### src/rtl/window_issuer.sv
// ---------------------------------------------------------------------------
// window_issuer
// Transmit side of the arithmetic core operand port. It turns a raster pixel
// stream into 3x3 windows, issues one window per en pulse, holds the kernel,
// bias and mode settings steady toward the core, and waits out the core
// latency before it reports that the job has finished.
//
// Optional feature macro: ISSUER_STRIDE2_EN
//   defined   : only windows whose top-left (row, col) are both even are issued
//   undefined : stride 1, every complete window is issued
//   The pixel stream and the job timing are the same in both builds.
//
// Ports
//   clk, reset            rising-edge clock, asynchronous active-low reset
//   cfg_we, cfg_*         configuration write, accepted in IDLE/DONE only
//   start                 1-cycle job start pulse, accepted in IDLE only
//   pix_in/valid/ready    raster pixel handshake, ready only while RUN
//   in                    3x3 window, cell k = 3*dr+dc, cell 0 = top-left
//   weight/bias/bound_level/step   mirror the configuration registers
//   en                    1-cycle window valid
//   en_relu/en_mp         configuration value while RUN/DRAIN, 0 otherwise
//   busy                  state != IDLE
//   done                  1-cycle pulse at the end of the job
// ---------------------------------------------------------------------------
module window_issuer #(
  parameter int cell_bit  = 8,
  parameter int N_cell    = 9,
  parameter int biasport  = 16,
  parameter int IMG_W     = 8,
  parameter int IMG_H     = 8,
  parameter int DRAIN_CYC = 3
) (
  input  logic                       clk,
  input  logic                       reset,
  input  logic                       cfg_we,
  input  logic [cell_bit*N_cell-1:0] cfg_weight,
  input  logic [biasport-1:0]        cfg_bias,
  input  logic [1:0]                 cfg_bound,
  input  logic [2:0]                 cfg_step,
  input  logic                       cfg_relu,
  input  logic                       cfg_mp,
  input  logic                       start,
  input  logic [cell_bit-1:0]        pix_in,
  input  logic                       pix_valid,
  output logic                       pix_ready,
  output logic [cell_bit*N_cell-1:0] in,
  output logic [cell_bit*N_cell-1:0] weight,
  output logic [biasport-1:0]        bias,
  output logic [1:0]                 bound_level,
  output logic [2:0]                 step,
  output logic                       en,
  output logic                       en_relu,
  output logic                       en_mp,
  output logic                       busy,
  output logic                       done
);

  localparam int CW = (IMG_W > 2) ? $clog2(IMG_W) : 1;
  localparam int RW = (IMG_H > 2) ? $clog2(IMG_H) : 1;
  localparam int DW = $clog2(DRAIN_CYC + 1);
  localparam int WB = cell_bit * N_cell;

  typedef enum logic [1:0] {
    S_IDLE  = 2'd0,
    S_RUN   = 2'd1,
    S_DRAIN = 2'd2,
    S_DONE  = 2'd3
  } state_t;

  state_t r_state;
  state_t w_state_nxt;

  // configuration registers
  logic [WB-1:0]       r_weight;
  logic [biasport-1:0] r_bias;
  logic [1:0]          r_bound;
  logic [2:0]          r_step;
  logic                r_relu;
  logic                r_mp;

  // position of the next pixel to be accepted
  logic [CW-1:0] r_col;
  logic [RW-1:0] r_row;
  logic [DW-1:0] r_drain;

  // line buffers: r_lb0 holds row r-1, r_lb1 holds row r-2 at each column
  logic [cell_bit-1:0] r_lb0 [IMG_W];
  logic [cell_bit-1:0] r_lb1 [IMG_W];
  logic [WB-1:0]       r_win;

  // registered outputs
  logic [WB-1:0] r_in;
  logic          r_en;
  logic          r_en_relu;
  logic          r_en_mp;
  logic          r_busy;
  logic          r_done;
  logic          r_pix_ready;

  logic                  w_cfg_ok;
  logic                  w_start;
  logic                  w_xfer;
  logic                  w_last;
  logic                  w_stride_ok;
  logic                  w_issue;
  logic                  w_relu_nxt;
  logic                  w_mp_nxt;
  logic [3*cell_bit-1:0] w_col_new;
  logic [WB-1:0]         w_win_nxt;

  assign w_cfg_ok = cfg_we & ((r_state == S_IDLE) | (r_state == S_DONE));
  assign w_start  = start & (r_state == S_IDLE);
  assign w_xfer   = pix_valid & (r_state == S_RUN);
  assign w_last   = w_xfer & (r_row == RW'(IMG_H - 1)) & (r_col == CW'(IMG_W - 1));

`ifdef ISSUER_STRIDE2_EN
  // (r-2) and (c-2) are even exactly when r and c are even
  assign w_stride_ok = ~r_row[0] & ~r_col[0];
`else
  assign w_stride_ok = 1'b1;
`endif

  // a pixel with r>=2 and c>=2 is the bottom-right cell of a complete window
  assign w_issue = w_xfer & (r_row >= RW'(2)) & (r_col >= CW'(2)) & w_stride_ok;

  // the core must see a configuration written together with start
  assign w_relu_nxt = w_cfg_ok ? cfg_relu : r_relu;
  assign w_mp_nxt   = w_cfg_ok ? cfg_mp : r_mp;

  // state register
  always_ff @(posedge clk or negedge reset) begin
    if (!reset) begin
      r_state <= S_IDLE;
    end else begin
      r_state <= w_state_nxt;
    end
  end

  // next-state logic
  always_comb begin
    w_state_nxt = r_state;
    case (r_state)
      S_IDLE: begin
        if (w_start) w_state_nxt = S_RUN;
        else         w_state_nxt = S_IDLE;
      end
      S_RUN: begin
        if (w_last) w_state_nxt = S_DRAIN;
        else        w_state_nxt = S_RUN;
      end
      S_DRAIN: begin
        if (r_drain == DW'(DRAIN_CYC - 1)) w_state_nxt = S_DONE;
        else                               w_state_nxt = S_DRAIN;
      end
      S_DONE:  w_state_nxt = S_IDLE;
      default: w_state_nxt = S_IDLE;
    endcase
  end

  // new window: each row shifts left by one cell, the new column enters at dc=2
  always_comb begin
    w_win_nxt = '0;
    w_col_new = {pix_in, r_lb0[r_col], r_lb1[r_col]};
    for (int dr = 0; dr < 3; dr++) begin
      w_win_nxt[cell_bit*(3*dr)   +: cell_bit] = r_win[cell_bit*(3*dr+1) +: cell_bit];
      w_win_nxt[cell_bit*(3*dr+1) +: cell_bit] = r_win[cell_bit*(3*dr+2) +: cell_bit];
      w_win_nxt[cell_bit*(3*dr+2) +: cell_bit] = w_col_new[cell_bit*dr +: cell_bit];
    end
  end

  // configuration registers, writable only while no job is in flight
  always_ff @(posedge clk or negedge reset) begin
    if (!reset) begin
      r_weight <= '0;
      r_bias   <= '0;
      r_bound  <= 2'd0;
      r_step   <= 3'd0;
      r_relu   <= 1'b0;
      r_mp     <= 1'b0;
    end else if (w_cfg_ok) begin
      r_weight <= cfg_weight;
      r_bias   <= cfg_bias;
      r_bound  <= cfg_bound;
      r_step   <= cfg_step;
      r_relu   <= cfg_relu;
      r_mp     <= cfg_mp;
    end
  end

  // raster position counters, rewound at every job start
  always_ff @(posedge clk or negedge reset) begin
    if (!reset) begin
      r_col <= '0;
      r_row <= '0;
    end else if (w_start) begin
      r_col <= '0;
      r_row <= '0;
    end else if (w_xfer) begin
      if (r_col == CW'(IMG_W - 1)) begin
        r_col <= '0;
        if (r_row == RW'(IMG_H - 1)) r_row <= '0;
        else                         r_row <= r_row + RW'(1);
      end else begin
        r_col <= r_col + CW'(1);
      end
    end
  end

  // cycles spent in DRAIN
  always_ff @(posedge clk or negedge reset) begin
    if (!reset) begin
      r_drain <= '0;
    end else if (r_state == S_DRAIN) begin
      r_drain <= r_drain + DW'(1);
    end else begin
      r_drain <= '0;
    end
  end

  // line buffers and shift window; contents are always overwritten before use
  always_ff @(posedge clk) begin
    if (w_xfer) begin
      r_lb1[r_col] <= r_lb0[r_col];
      r_lb0[r_col] <= pix_in;
      r_win        <= w_win_nxt;
    end
  end

  // registered outputs toward the core and the pixel source
  always_ff @(posedge clk or negedge reset) begin
    if (!reset) begin
      r_in        <= '0;
      r_en        <= 1'b0;
      r_en_relu   <= 1'b0;
      r_en_mp     <= 1'b0;
      r_busy      <= 1'b0;
      r_done      <= 1'b0;
      r_pix_ready <= 1'b0;
    end else begin
      r_en        <= w_issue;
      r_busy      <= (w_state_nxt != S_IDLE);
      r_done      <= (w_state_nxt == S_DONE);
      r_pix_ready <= (w_state_nxt == S_RUN);
      if ((w_state_nxt == S_RUN) || (w_state_nxt == S_DRAIN)) begin
        r_en_relu <= w_relu_nxt;
        r_en_mp   <= w_mp_nxt;
      end else begin
        r_en_relu <= 1'b0;
        r_en_mp   <= 1'b0;
      end
      // in keeps the last window between pulses
      if (w_issue) r_in <= w_win_nxt;
    end
  end

  assign pix_ready   = r_pix_ready;
  assign in          = r_in;
  assign weight      = r_weight;
  assign bias        = r_bias;
  assign bound_level = r_bound;
  assign step        = r_step;
  assign en          = r_en;
  assign en_relu     = r_en_relu;
  assign en_mp       = r_en_mp;
  assign busy        = r_busy;
  assign done        = r_done;

endmodule

### config.mk
export PLATFORM = sky130hd
export DESIGN_NAME = window_issuer
export DESIGN_NICKNAME = d
export VERILOG_FILES = /design/src/rtl/window_issuer.sv
export SDC_FILE = /design/constraint.sdc
export NUM_CORES = 1
export LEC_CHECK = 0
export CAP_MARGIN = 15
export CORE_ASPECT_RATIO = 0.7
export CORE_MARGIN = 8
export CORE_UTILIZATION = 51
export DETAILED_ROUTE_END_ITERATION = 16
export PLACE_DENSITY = 0.79
export RECOVER_POWER = 25
export SYNTH_ARGS = -nofsm -noshare
export SYNTH_HDL_FRONTEND = slang
export SYNTH_SLANG_ARGS = --single-unit
### constraint.sdc
create_clock -name clk -period 4.7 [get_ports clk]
set_clock_uncertainty 0.1 [all_clocks]
set_input_delay 0.705 -clock clk [delete_from_list [all_inputs] [get_ports clk]]
set_output_delay 0.705 -clock clk [all_outputs]
set_load 0.02 [all_outputs]
Word-level counts from Yosys, hierarchy flattened
Memory sizes are Yosys's and may differ from the RTL's.
Cells that the tools add are included.
{ "totals": {"memories": 2, "output_inout_bits": 171, "ff_bits": 255, "ram_bits": 128, "word_cells": 66} }
{ "classes": {"add_sub_neg": 3, "bitwise": 8, "reduce_logical": 6, "n_mux": 18, "eq_ne": 9, "order_cmp": 2} }
{ "mem_list": {"columns": ["memory", "words", "width", "rd", "rd_clocked_by_memory_dff", "wr", "line", "source"], "rows": [
  ["r_lb0", 8, 8, 1, 0, 1, "87", "logic [cell_bit-1:0] r_lb0 [IMG_W];"],
  ["r_lb1", 8, 8, 1, 0, 1, "88", "logic [cell_bit-1:0] r_lb1 [IMG_W];"]
]} }
{ "op_table": {"columns": ["op", "count"], "rows": [
  ["3-bit 2-to-1 mux", 7],
  ["2-bit equality test (second input constant)", 5],
  ["1-bit 2-to-1 mux", 8],
  ["2-bit one-hot mux with 4 select lines", 1],
  ["1-bit bitwise AND", 7],
  ["3-bit by 1-bit adder with 3-bit output (second input constant)", 2],
  ["3-bit equality test (second input constant)", 2],
  ["3-bit by 2-bit greater-or-equal comparator with 1-bit output (second input constant)", 2],
  ["2-bit nonzero test", 3],
  ["2-bit by 1-bit equality test with 1-bit output (second input constant)", 2],
  ["2-bit 2-to-1 mux", 2],
  ["2-bit by 1-bit adder with 2-bit output (second input constant)", 1],
  ["2-bit zero test", 1],
  ["2-bit AND reduction", 1],
  ["1-bit logical OR", 1],
  ["1-bit OR", 1]
]} }

Longest topological paths before layout
Gate-level depths: netlist of run 1.
{ "depth": {"depth_word": 9, "depth_mapped": 7, "ltp_nobuf": 7} }

Worst setup path after synthesis of run 1
No wires, ideal clock.
{ "synth_timing": {"path_type": "in2reg", "from": "in pix_valid", "to": "mem r_lb0[1][0] (enable)", "setup_ns": 0.409, "path_slack_ns": 0.857, "arrival_ns": 3.333, "stages": 4, "required_time_ns": 4.191, "path_buffers": 0, "cell_sequence": "nand2_1 -> inv_1 -> nand2_1 -> nor3_1"} }
{ "synth_between": {"elab_chain_cells": 3} }
{ "synth_lines": {"columns": ["item", "line", "source"], "rows": [
  ["from (decl)", "44", "input logic pix_valid,"],
  ["1-bit bitwise AND", "113", "assign w_xfer = pix_valid & (r_state == S_RUN);"],
  ["via w_xfer", "102", "logic w_xfer;"],
  ["1-bit 2-to-1 mux", "222", "if (w_xfer) begin"],
  ["1-bit 2-to-1 mux (not written as such)", "224", "r_lb0[r_col] <= pix_in;"],
  ["to (decl)", "87", null]
]} }
The timed path passes the listed nets, and every way through them passes these cells.

Worst setup path after layout of run 1
{ "layout_timing": {"from": "reg r_col[0]", "to": "reg r_en_mp, in the netlist en_mp"} }
{ "layout_between": {"elab_chain_cells": 7, "word_cells_on_any_way": 8, "classes_between": "eq/ne (3); mux (3); bitwise (1); reduce/logical (1)"} }
{ "layout_lines": {"columns": ["item", "line", "source"], "rows": [
  ["from (decl)", "82", "logic [CW-1:0] r_col;"],
  ["from (signal assigned)", "204", "r_col <= r_col + CW'(1);"],
  ["3-bit equality test *", "114", "assign w_last = w_xfer & (r_row == RW'(IMG_H - 1)) & (r_col == CW'(IMG_W - 1));"],
  ["1-bit bitwise AND *", "114", null],
  ["2-bit 2-to-1 mux *", "148", "if (w_last) w_state_nxt = S_DRAIN;"],
  ["2-bit one-hot mux with 4 select lines *", "142", "case (r_state)"],
  ["via w_state_nxt[1]", "71", "state_t w_state_nxt;"],
  ["2-bit by 1-bit equality test with 1-bit output or 2-bit equality test (tied branches)", "244", "if ((w_state_nxt == S_RUN) || (w_state_nxt == S_DRAIN)) begin"],
  ["1-bit logical OR *", "244", null],
  ["1-bit 2-to-1 mux *", "244", null],
  ["to (signal assigned)", "246", "r_en_mp <= w_mp_nxt;"],
  ["to (decl)", "95", "logic r_en_mp;"]
]} }
Mark *: on every way through the listed nets, which the timed path passes. The rest lies on a longest branch.
A chain may end at the register's enable or synchronous reset.

==> run metrics, run 1 <==
grt total ovfl 0; worst min path class in2async; pwr/cell area 568 nW/um2; nets@finish 1155; post-CTS setup buffer count 0; drt drc 0; min Tclk post-route 2.83 ns; most frequent cell after synthesis dfrtp_1; max-slew violations 75; drt wl/cell 20.4 um; Crit-path slowest cell dfrtp_1; headroom to the max-slew limit -0.226; part of the power in registers 0.439; clk root buf clkbuf_16; failing checks capacitance limit, slew limit; P_sw 2.96 mW; Max Clock Freq 0.353 GHz; Inserted Diodes 0; Avg Inst Size Synth 18.4 um2; ranking of synthesized cells by area edfxtp_1, dfrtp_1, mux2_2, mux2i_1, mux4_2; Syn Std Cell Area 13500 um2; vias 7203; FFs w/ async S/R, synth 0.510; hold_buf cts 0; detail-routed via count per cell 5.06; Final Cycle Share 0.602; gr usage total 0.181; Setup CP Type reg2reg; num ports 279; TritonRoute pass-1 iters 4; Yosys Warn Count 0; initial antenna violation count 0; Yosys top cell by area edfxtp_1; FF-to-FF setup slack 1.87 ns; vias in the first global route 7758; first-pass GRT wire length 45.6 mm; power share of the clock group 0.267; Reg2Reg Depth 7; syn nets 859; Die W 211 um; Synth Register Bits 359; clock buffer depth 3; Fillers 1828; Max stage delay on crit path 1.03 ns; Post-synth EDFFs 176; Worst Tran Pin Value 1.84 ns; CP dominant cell by count ha_1; Final ANT Viol Nets 0; RSZ-0062 raised after global routing false; post_cts resized 0; setup TNS 0 ns; cells after synthesis 738; core box area 26400 um2; die area 32100 um2; final hold vios 0; top cell types by occurrence after synthesis dfrtp_1, edfxtp_1, mux2_2; num rows 50; Cell Int Power 7.17 mW; Combinational Power Share 0.295; largest net degree at the start of global routing 111; Num Clock Sinks 359; area grow syn2layout 31.7%; CP Max Fanout 17; Worst-path clk slew 0.06 ns; Synth Flop Type dfrtp_1; final setup fails 0; Clock H-tree levels 2; initial drt markers 359; outcome finished with violations; DP Wirelength 19.8 mm; top-area cell type share of the netlist area 0.390; Initial Utilization 0.513; Total Wirelength 29.0 mm; Critical Path Start Type flip-flop; CTS buffer count 35; Die Height 152 um; leakage power 6.90 nW; WP data required 4.98 ns; Port-buffer cells 278; Critical Path End Type flip-flop; register area share after synthesis 0.728; switching fraction of total power 0.292; Finished Core Util 0.675; cell chain of the critical path ha_1, ha_1, nand3_1, o22ai_1, inv_1, ha_1, and2_1; critical path arrival 3.11 ns; share of cells above drive strength 1 0.230; CTS tree yes; Netlist cell types 28; worst skew pair latency 0.50 ns; routability congestion estimate 0.749; max cap viols 1; Peak VDD IR 383 uV
## metrics by stage
| stage | setup slack [ns] | power (mW) | cell area, um2 | std cells | hold slack (ns) |
|---|---|---|---|---|---|
| final | 1.87 | 10.1 | 17800 | 1424 | 0.253 |
| after global routing | 1.34 | 10.6 | 17800 | 1424 | 0.306 |
| after CTS | 1.82 | 10.2 | 17800 | 1423 | 0.283 |
| after detailed placement | 1.51 | 7.52 | 16700 | 1360 | 0.332 |
| after global placement | 1.56 | 7.42 | 16700 | 1360 | 0.316 |
| after floorplan | 0.857 | 6.07 | 13500 | 738 | 0.302 |
## layout make-up
cell class,count,area [um2],area share
clock buffers,51,1040,0.0583
clock inverters,12,83.8,0.00470
inverters,39,146,0.00821
multi-input cells,307,3330,0.187
flip-flops and latches,359,9870,0.553
well taps,364,455,0.0255
repair buffers,292,2910,0.163
## cells in the final DEF (no fill, tap or decap), drive strengths merged
master and instances:
clkdlybuf4s50 269, dfrtp 183, edfxtp 176, mux2 151
mux2i 82, clkbuf 53, inv 39, mux4 16
ha 13, buf 13, clkinv 11, nand2 10
dlygate4sd3 8, nor2 7, nor3 6, a21oi 5
and2 3, nor2b 3, nand3 2, nand2b 2
or3 2, a221oi 1, a21o 1, o22ai 1
nor4 1, nand3b 1, bufinv 1
## path summary, 6_finish.rpt
path,startpoint,to
max,r_col[0],en_mp
min,reset,weight[68]
max reg2reg,r_col[0],en_mp
min reg2reg,r_drain[0],r_drain[0]
max in group asynchronous,reset,in[15]
min in group clk,r_drain[0],r_drain[0]
## state kept, by name (all words and copies together) (netlist names), 3 cells and up
name and flops:
in 72, step 3, bias 16, weight 72, r_lb1 64, r_row 3, r_col 3, r_win 48
r_lb0 64
## power by group through the flow
stage	combinational, mW	clock [mW]	sequential [mW]
after detailed placement	2.99	0	4.53
after CTS	3.00	2.78	4.47
after global placement	2.93	0	4.48
after floorplan	1.12	0	4.95
final	2.98	2.70	4.44
after global routing	3.16	2.91	4.52
## worst max-delay path: cells and delay by family, from the launching register on
kind,cells,cell delay [ns]
flops,1,1.03
buf+inv,1,0.11
simple gates,2,0.35
fa+ha+maj,3,0.80
compound gates,1,0.32
## logic make-up (layout without fill, tap and decap cells)
group,after synthesis,count (layout),share of synthesized area
fa+ha+maj,13,13,0.0120
simple gates,37,37,0.0133
flops,359,359,0.728
mux,249,249,0.213
compound gates,8,8,0.00351
buf+inv,72,394,0.0300
## routing by layer
metal	track usage	wire length [um]	vias up
li1	-	-	3301
met1	0.239	12600	3655
met2	0.295	14000	193
met3	0.0384	1590	54
met4	0.0582	840	0
met5	0	0	-
Power figures use the tool's default switching activity.
==> run 2, diff against run 1 <==
--- a/config.mk
+++ b/config.mk
@@ -8,9 +8,9 @@
 export CAP_MARGIN = 15
 export CORE_ASPECT_RATIO = 0.7
 export CORE_MARGIN = 8
-export CORE_UTILIZATION = 51
+export CORE_UTILIZATION = 46
 export DETAILED_ROUTE_END_ITERATION = 16
-export PLACE_DENSITY = 0.79
+export PLACE_DENSITY = 0.75
 export RECOVER_POWER = 25
 export SYNTH_ARGS = -nofsm -noshare
 export SYNTH_HDL_FRONTEND = slang
==> constraint.sdc (replaced) <==
create_clock -name clk -period 2.28 [get_ports clk]
set_clock_uncertainty 0.1 [all_clocks]
set_input_delay 0.342 -clock clk [delete_from_list [all_inputs] [get_ports clk]]
set_output_delay 0.342 -clock clk [all_outputs]
set_load 0.02 [all_outputs]
==> run 2 against run 1 <==
  * The run now ends clean
  * Die area up 9.9%
  * Final cell count rose by 2.9%
  * Utilization down 4.3 points
  * Sequential power grew 100%
  * Combinational power is 120% higher
  * Count of clock-buffer cells in the layout rose by 2
  * First-iteration DRC count up 4.5%
  * Critical path type unchanged
==> run metrics, run 2 (same netlist as run 1, synthesis figures left out) <==
Total Wirelength 30.5 mm (+5.2%); clk root buf clkbuf_16; largest net degree at the start of global routing 51 (-54%); num rows 52 (+4.0%); FF-to-FF setup slack 0.17 ns (-1.71 ns); Fillers 2124 (+16%); WP data required 2.61 ns (-2.37 ns); area grow syn2layout 35.2%; most frequent cells in the layout clkdlybuf4s50_1, dfrtp_1, edfxtp_1, mux2_2, mux2i_1; initial drt markers 375 (+4.5%); critical path capture point in[19]; Die Height 160 um (+4.7%); post-CTS setup buffer count 0 (unchanged); post-route cell area 18300 um2 (+2.7%); Critical Path Source r_state[1]; Worst-path clk slew 0.07 ns (about the same); Critical Path End Type flip-flop; detail-routed via count per cell 4.98 (-1.5%); initial antenna violation count 1 (+1); vias in the first global route 7978 (+2.8%); CTS tree yes; Critical R2R Capture in[19]; Inserted Diodes 0 (unchanged); hold_buf cts 1 (+1); max-slew violations 0 (-100%); Setup CP Type reg2reg; post_cts resized 0 (unchanged); headroom to the max-slew limit 0.0941 (+0.320); grt total ovfl 0 (unchanged); gr usage total 0.173 (-0.00797); Clock H-tree levels 2 (unchanged); r2r startpoint r_state[1]; num ports 279 (unchanged); clock buffer depth 3 (unchanged); drt drc 0 (unchanged); pwr/cell area 1170 nW/um2 (+110%); Port-buffer cells 278 (unchanged); Final ANT Viol Nets 0 (unchanged); share of cells above drive strength 1 0.249 (+0.0189); min Tclk post-route 2.11 ns (-0.715 ns); max cap viols 0 (-1); CTS buffer count 36 (+2.9%); outcome finished, final reports clean; worst skew pair latency 0.51 ns (about the same); core box area 29000 um2 (+9.7%); commonest non-fill, non-tap cell in the layout clkdlybuf4s50_1; drt wl/cell 20.8 um (+2.2%); vias 7305 (+1.4%); Cell Area, Placed 17100 um2 (+2.5%); Die W 221 um (+4.9%); Reg2Reg Depth 7 (unchanged); Initial Utilization 0.468 (-0.0452); Finished Core Util 0.632 (-0.0431); routability congestion estimate 0.753 (+0.59%); Peak VDD IR 618 uV (+61%); setup TNS 0 ns (unchanged); DP Wirelength 21.4 mm (+8.1%); leakage power 7.08 nW (+2.6%); Hold WS 0.327 ns (+0.0746 ns); Max Clock Freq 0.473 GHz (+34%); worst min path class reg2reg; RSZ-0062 raised after global routing false; nets@finish 1181 (+2.3%); first-pass GRT wire length 48.5 mm (+6.2%); TritonRoute pass-1 iters 4 (unchanged); Worst Tran Pin Value 1.36 ns (-0.480 ns); Critical Path Start Type flip-flop; final setup fails 0 (unchanged); Num Clock Sinks 359 (unchanged); CP Max Fanout 48 (+31); Final Cycle Share 0.928 (+0.325); die area 35300 um2 (+9.9%); critical path arrival 2.44 ns (-0.67 ns); final hold vios 0 (unchanged)
==> run 2: cell types whose count changed in the layout (fill, tap and decap cells not counted), sizes merged <==
cell,previous run,this run
buf,13,36
clkinv,11,6
clkbuf,53,56
inv,39,42
bufinv,1,3
clkinvlp,0,1
dlygate4sd3,8,9
==> run 2: per-stage QoR <==
step / instances / power (mW) / setup slack [ns]
6_report: 1466 / 21.4 / 0.165
5_1_grt: 1466 / 22.4 / 0.0465
4_1_cts: 1466 / 21.7 / 0.152
3_5_place_dp: 1399 / 15.8 / 0.0287
3_3_place_gp: 1399 / 15.5 / 0.0285
2_1_floorplan: 738 / 12.6 / -0.292
==> run 2: where the power goes <==
part           switching [mW]  internal, mW
logic                    3.30          3.17
clock network            2.39          3.49
registers               0.581          8.48
total                    6.28          15.1
==> run 2: worst min path at each step <==
| stage | startpoint | to | slack [ns] | cells past startpoint |
|---|---|---|---|---|
| floorplan | reset | bias[0] | -0.05 | 0 |
| global placement | reset | bound_level[0] | 0.21 | 1 |
| detailed placement | reset | bias[0] | 0.22 | 1 |
| CTS | reset | bias[0] | 0.24 | 2 |
| global route | cfg_weight[16] | weight[16] | 0.34 | 2 |
| finish | r_drain[0] | r_drain[0] | 0.33 | 1 |
==> run 2: worst max-delay path, cell delays in order, from the launching register on <==
cell	delay [ns]
dfrtp_1	0.37
inv_1	0.11
ha_1	0.22
nand2_2	0.11
nor3_2	0.32
buf_12	0.31
buf_4	0.21
mux2i_1	0.22
==> run 2: layer usage <==
layer,GRT usage,share of wire,vias to the layer above
met5,0,0.00043,-
met4,0.0472,0.026,2
met3,0.0410,0.049,62
met2,0.291,0.50,195
met1,0.222,0.43,3689
li1,-,-,3357
==> run 2: area by class of cell <==
type                    count  area [um2]  share of cell area
clock buffers              53        1030              0.0561
repair buffers            317        3280               0.179
well taps                 378         473              0.0258
multi-input cells         307        3360               0.183
inverters                  39         150             0.00820
clock inverters            13         153             0.00834
flip-flops and latches    359        9870               0.539
==> run 3, diff against run 2 <==
--- a/config.mk
+++ b/config.mk
@@ -7,7 +7,7 @@
 export LEC_CHECK = 0
 export CAP_MARGIN = 15
 export CORE_ASPECT_RATIO = 0.7
-export CORE_MARGIN = 8
+export CORE_MARGIN = 3
 export CORE_UTILIZATION = 46
 export DETAILED_ROUTE_END_ITERATION = 16
 export PLACE_DENSITY = 0.75
==> run 3 against run 2 <==
  * The run now ends with capacitance limit, slew limit left
  * Clock power decreased by 8.0%
  * Largest cell class unchanged
  * Total power decreased by 2.5%
  * Cell area shrank 0.96%
  * Register-to-register slack about the same
  * Critical path depth is 1 lower
  * Combinational power shrank 0.9%
  * Critical endpoint is now in[26]
  * Via count is 0.37% lower
  * Highest routed layer is now met4
==> run metrics, run 3 (same netlist as run 1, synthesis figures left out) <==
share of cells above drive strength 1 0.246 (-0.00322); Setup WS post-layout 0.165 ns (-0.000481 ns); Num Clock Sinks 359 (unchanged); Critical Path End Type flip-flop; Cell Area, Placed 17100 um2 (-0.26%); Final ANT Viol Nets 0 (unchanged); commonest non-fill, non-tap cell in the layout clkdlybuf4s50_1; post-route cell area 18100 um2 (-0.96%); core box area 28400 um2 (-1.9%); Critical Path Source r_state[1]; area grow syn2layout 33.9%; critical path arrival 2.40 ns (-0.04 ns); outcome finished with violations; vias 7278 (-0.37%); CP Max Fanout 51 (+6.3%); TritonRoute pass-1 iters 4 (unchanged); CTS tree yes; post_cts resized 0 (unchanged); Clock H-tree levels 2 (unchanged); num rows 51 (-1.9%); Total Wirelength 29.3 mm (-4.0%); clk root buf clkbuf_16; detail-routed via count per cell 5.00 (+0.25%); RSZ-0062 raised after global routing false; nets@finish 1182 (+0.085%); Worst-path clk slew 0.06 ns (about the same); Initial Utilization 0.477 (+0.00917); max cap viols 1 (+1); Final Cycle Share 0.928 (about the same); worst slack, placed -0.0278 ns (-0.0564 ns); r2r startpoint r_state[1]; Setup CP Type reg2reg; min Tclk post-route 2.12 ns (+0.000481 ns); Die W 211 um (-4.5%); CTS buffer count 35 (-2.8%); Critical R2R Capture in[26]; grt total ovfl 0 (unchanged); Peak VDD IR 640 uV (+3.6%); pwr/cell area 1150 nW/um2 (-1.5%); Fillers 2013 (-5.2%); final hold vios 0 (unchanged); largest net degree at the start of global routing 62 (+22%); Reg2Reg Depth 6 (-1); headroom to the max-slew limit -0.0603 (-0.154); critical path capture point in[26]; num ports 279 (unchanged); Die Height 150 um (-6.3%); max-slew violations 62 (+62); DP Wirelength 20.4 mm (-4.9%); Max Clock Freq 0.473 GHz (about the same); drt drc 0 (unchanged); clock buffer depth 3 (unchanged); gr usage total 0.183 (+0.0106); Hold WS 0.340 ns (+0.0127 ns); leakage power 7.01 nW (-1.1%); Inserted Diodes 0 (unchanged); worst min path class reg2reg; failing checks capacitance limit, slew limit; most frequent cells in the layout clkdlybuf4s50_1, dfrtp_1, edfxtp_1, mux2_2, mux2i_1; first-pass GRT wire length 44.6 mm (-8.0%); worst skew pair latency 0.51 ns (about the same); initial drt markers 373 (-0.53%); vias in the first global route 7451 (-6.6%); drt wl/cell 20.1 um (-3.4%); initial antenna violation count 0 (-1); die area 31600 um2 (-11%); WP data required 2.57 ns (-0.04 ns); final setup fails 0 (unchanged); FF-to-FF setup slack 0.16 ns (about the same); Port-buffer cells 278 (unchanged); routability congestion estimate 0.738 (-2.1%); area occupied by multi-input gates 3360 um2 (unchanged); Critical Path Start Type flip-flop; storage element area 9870 um2 (unchanged); Worst Tran Pin Value 1.59 ns (+0.232 ns)
run 3: layout make-up:
| type | count | share of cell area |
|---|---|---|
| multi-input cells | 307 | 0.185 |
| inverters | 39 | 0.00828 |
| flip-flops and latches | 359 | 0.544 |
| clock buffers | 55 | 0.0564 |
| well taps | 371 | 0.0256 |
| repair buffers | 319 | 0.178 |
| clock inverters | 7 | 0.00228 |
run 3: timing repair:
item,in CTS,in global routing
endpoints found under the setup margin,0,0
endpoints found under the hold margin,54,0
setup buffers,0,0
hold buffers,1,0
run 3: how the worst min path moves through the flow:
| stage | from | to | slack [ns] | depth (start not counted) |
|---|---|---|---|---|
| after floorplan | reset | bias[0] | -0.05 | 0 |
| after global placement | reset | en_relu | 0.26 | 1 |
| after detailed placement | reset | en_mp | 0.26 | 1 |
| after CTS | reset | busy | 0.28 | 2 |
| after global routing | cfg_bias[12] | bias[12] | 0.32 | 2 |
| final | r_drain[0] | r_drain[0] | 0.34 | 1 |
run 3: worst max-delay path, cell delays in order, from the launching register on:
cell     delay [ns]
dfrtp_1        0.38
inv_1          0.11
ha_1           0.22
nand2_2        0.12
nor3_2         0.31
buf_12         0.31
mux2_2         0.38
run 3: where the power goes:
group          leakage [nW]  internal, mW  switching [mW]
logic                  2.65          3.14            3.27
clock network         0.511          3.09            2.33
registers              3.85          8.47           0.577
total                  7.01          14.7            6.18
run 3: stage by stage:
stage	setup TNS [ns]	utilization	total power, mW	std cells
after floorplan	-9.41	-	12.6	738
after global placement	0	0.602	15.5	1394
after detailed placement	-0.523	0.602	15.7	1394
after CTS	0	0.640	21.1	1457
after global routing	0	0.639	21.8	1457
final	0	0.639	20.9	1457
run 3: per-layer routing:
| metal | routed length, um | share of wire | global-route usage | vias to the layer above |
|---|---|---|---|---|
| met5 | 0 | 0 | 0 | - |
| met4 | 652 | 0.022 | 0.0472 | 0 |
| met3 | 1900 | 0.065 | 0.0423 | 54 |
| met2 | 13900 | 0.47 | 0.289 | 217 |
| met1 | 12900 | 0.44 | 0.261 | 3656 |
| li1 | - | - | - | 3351 |
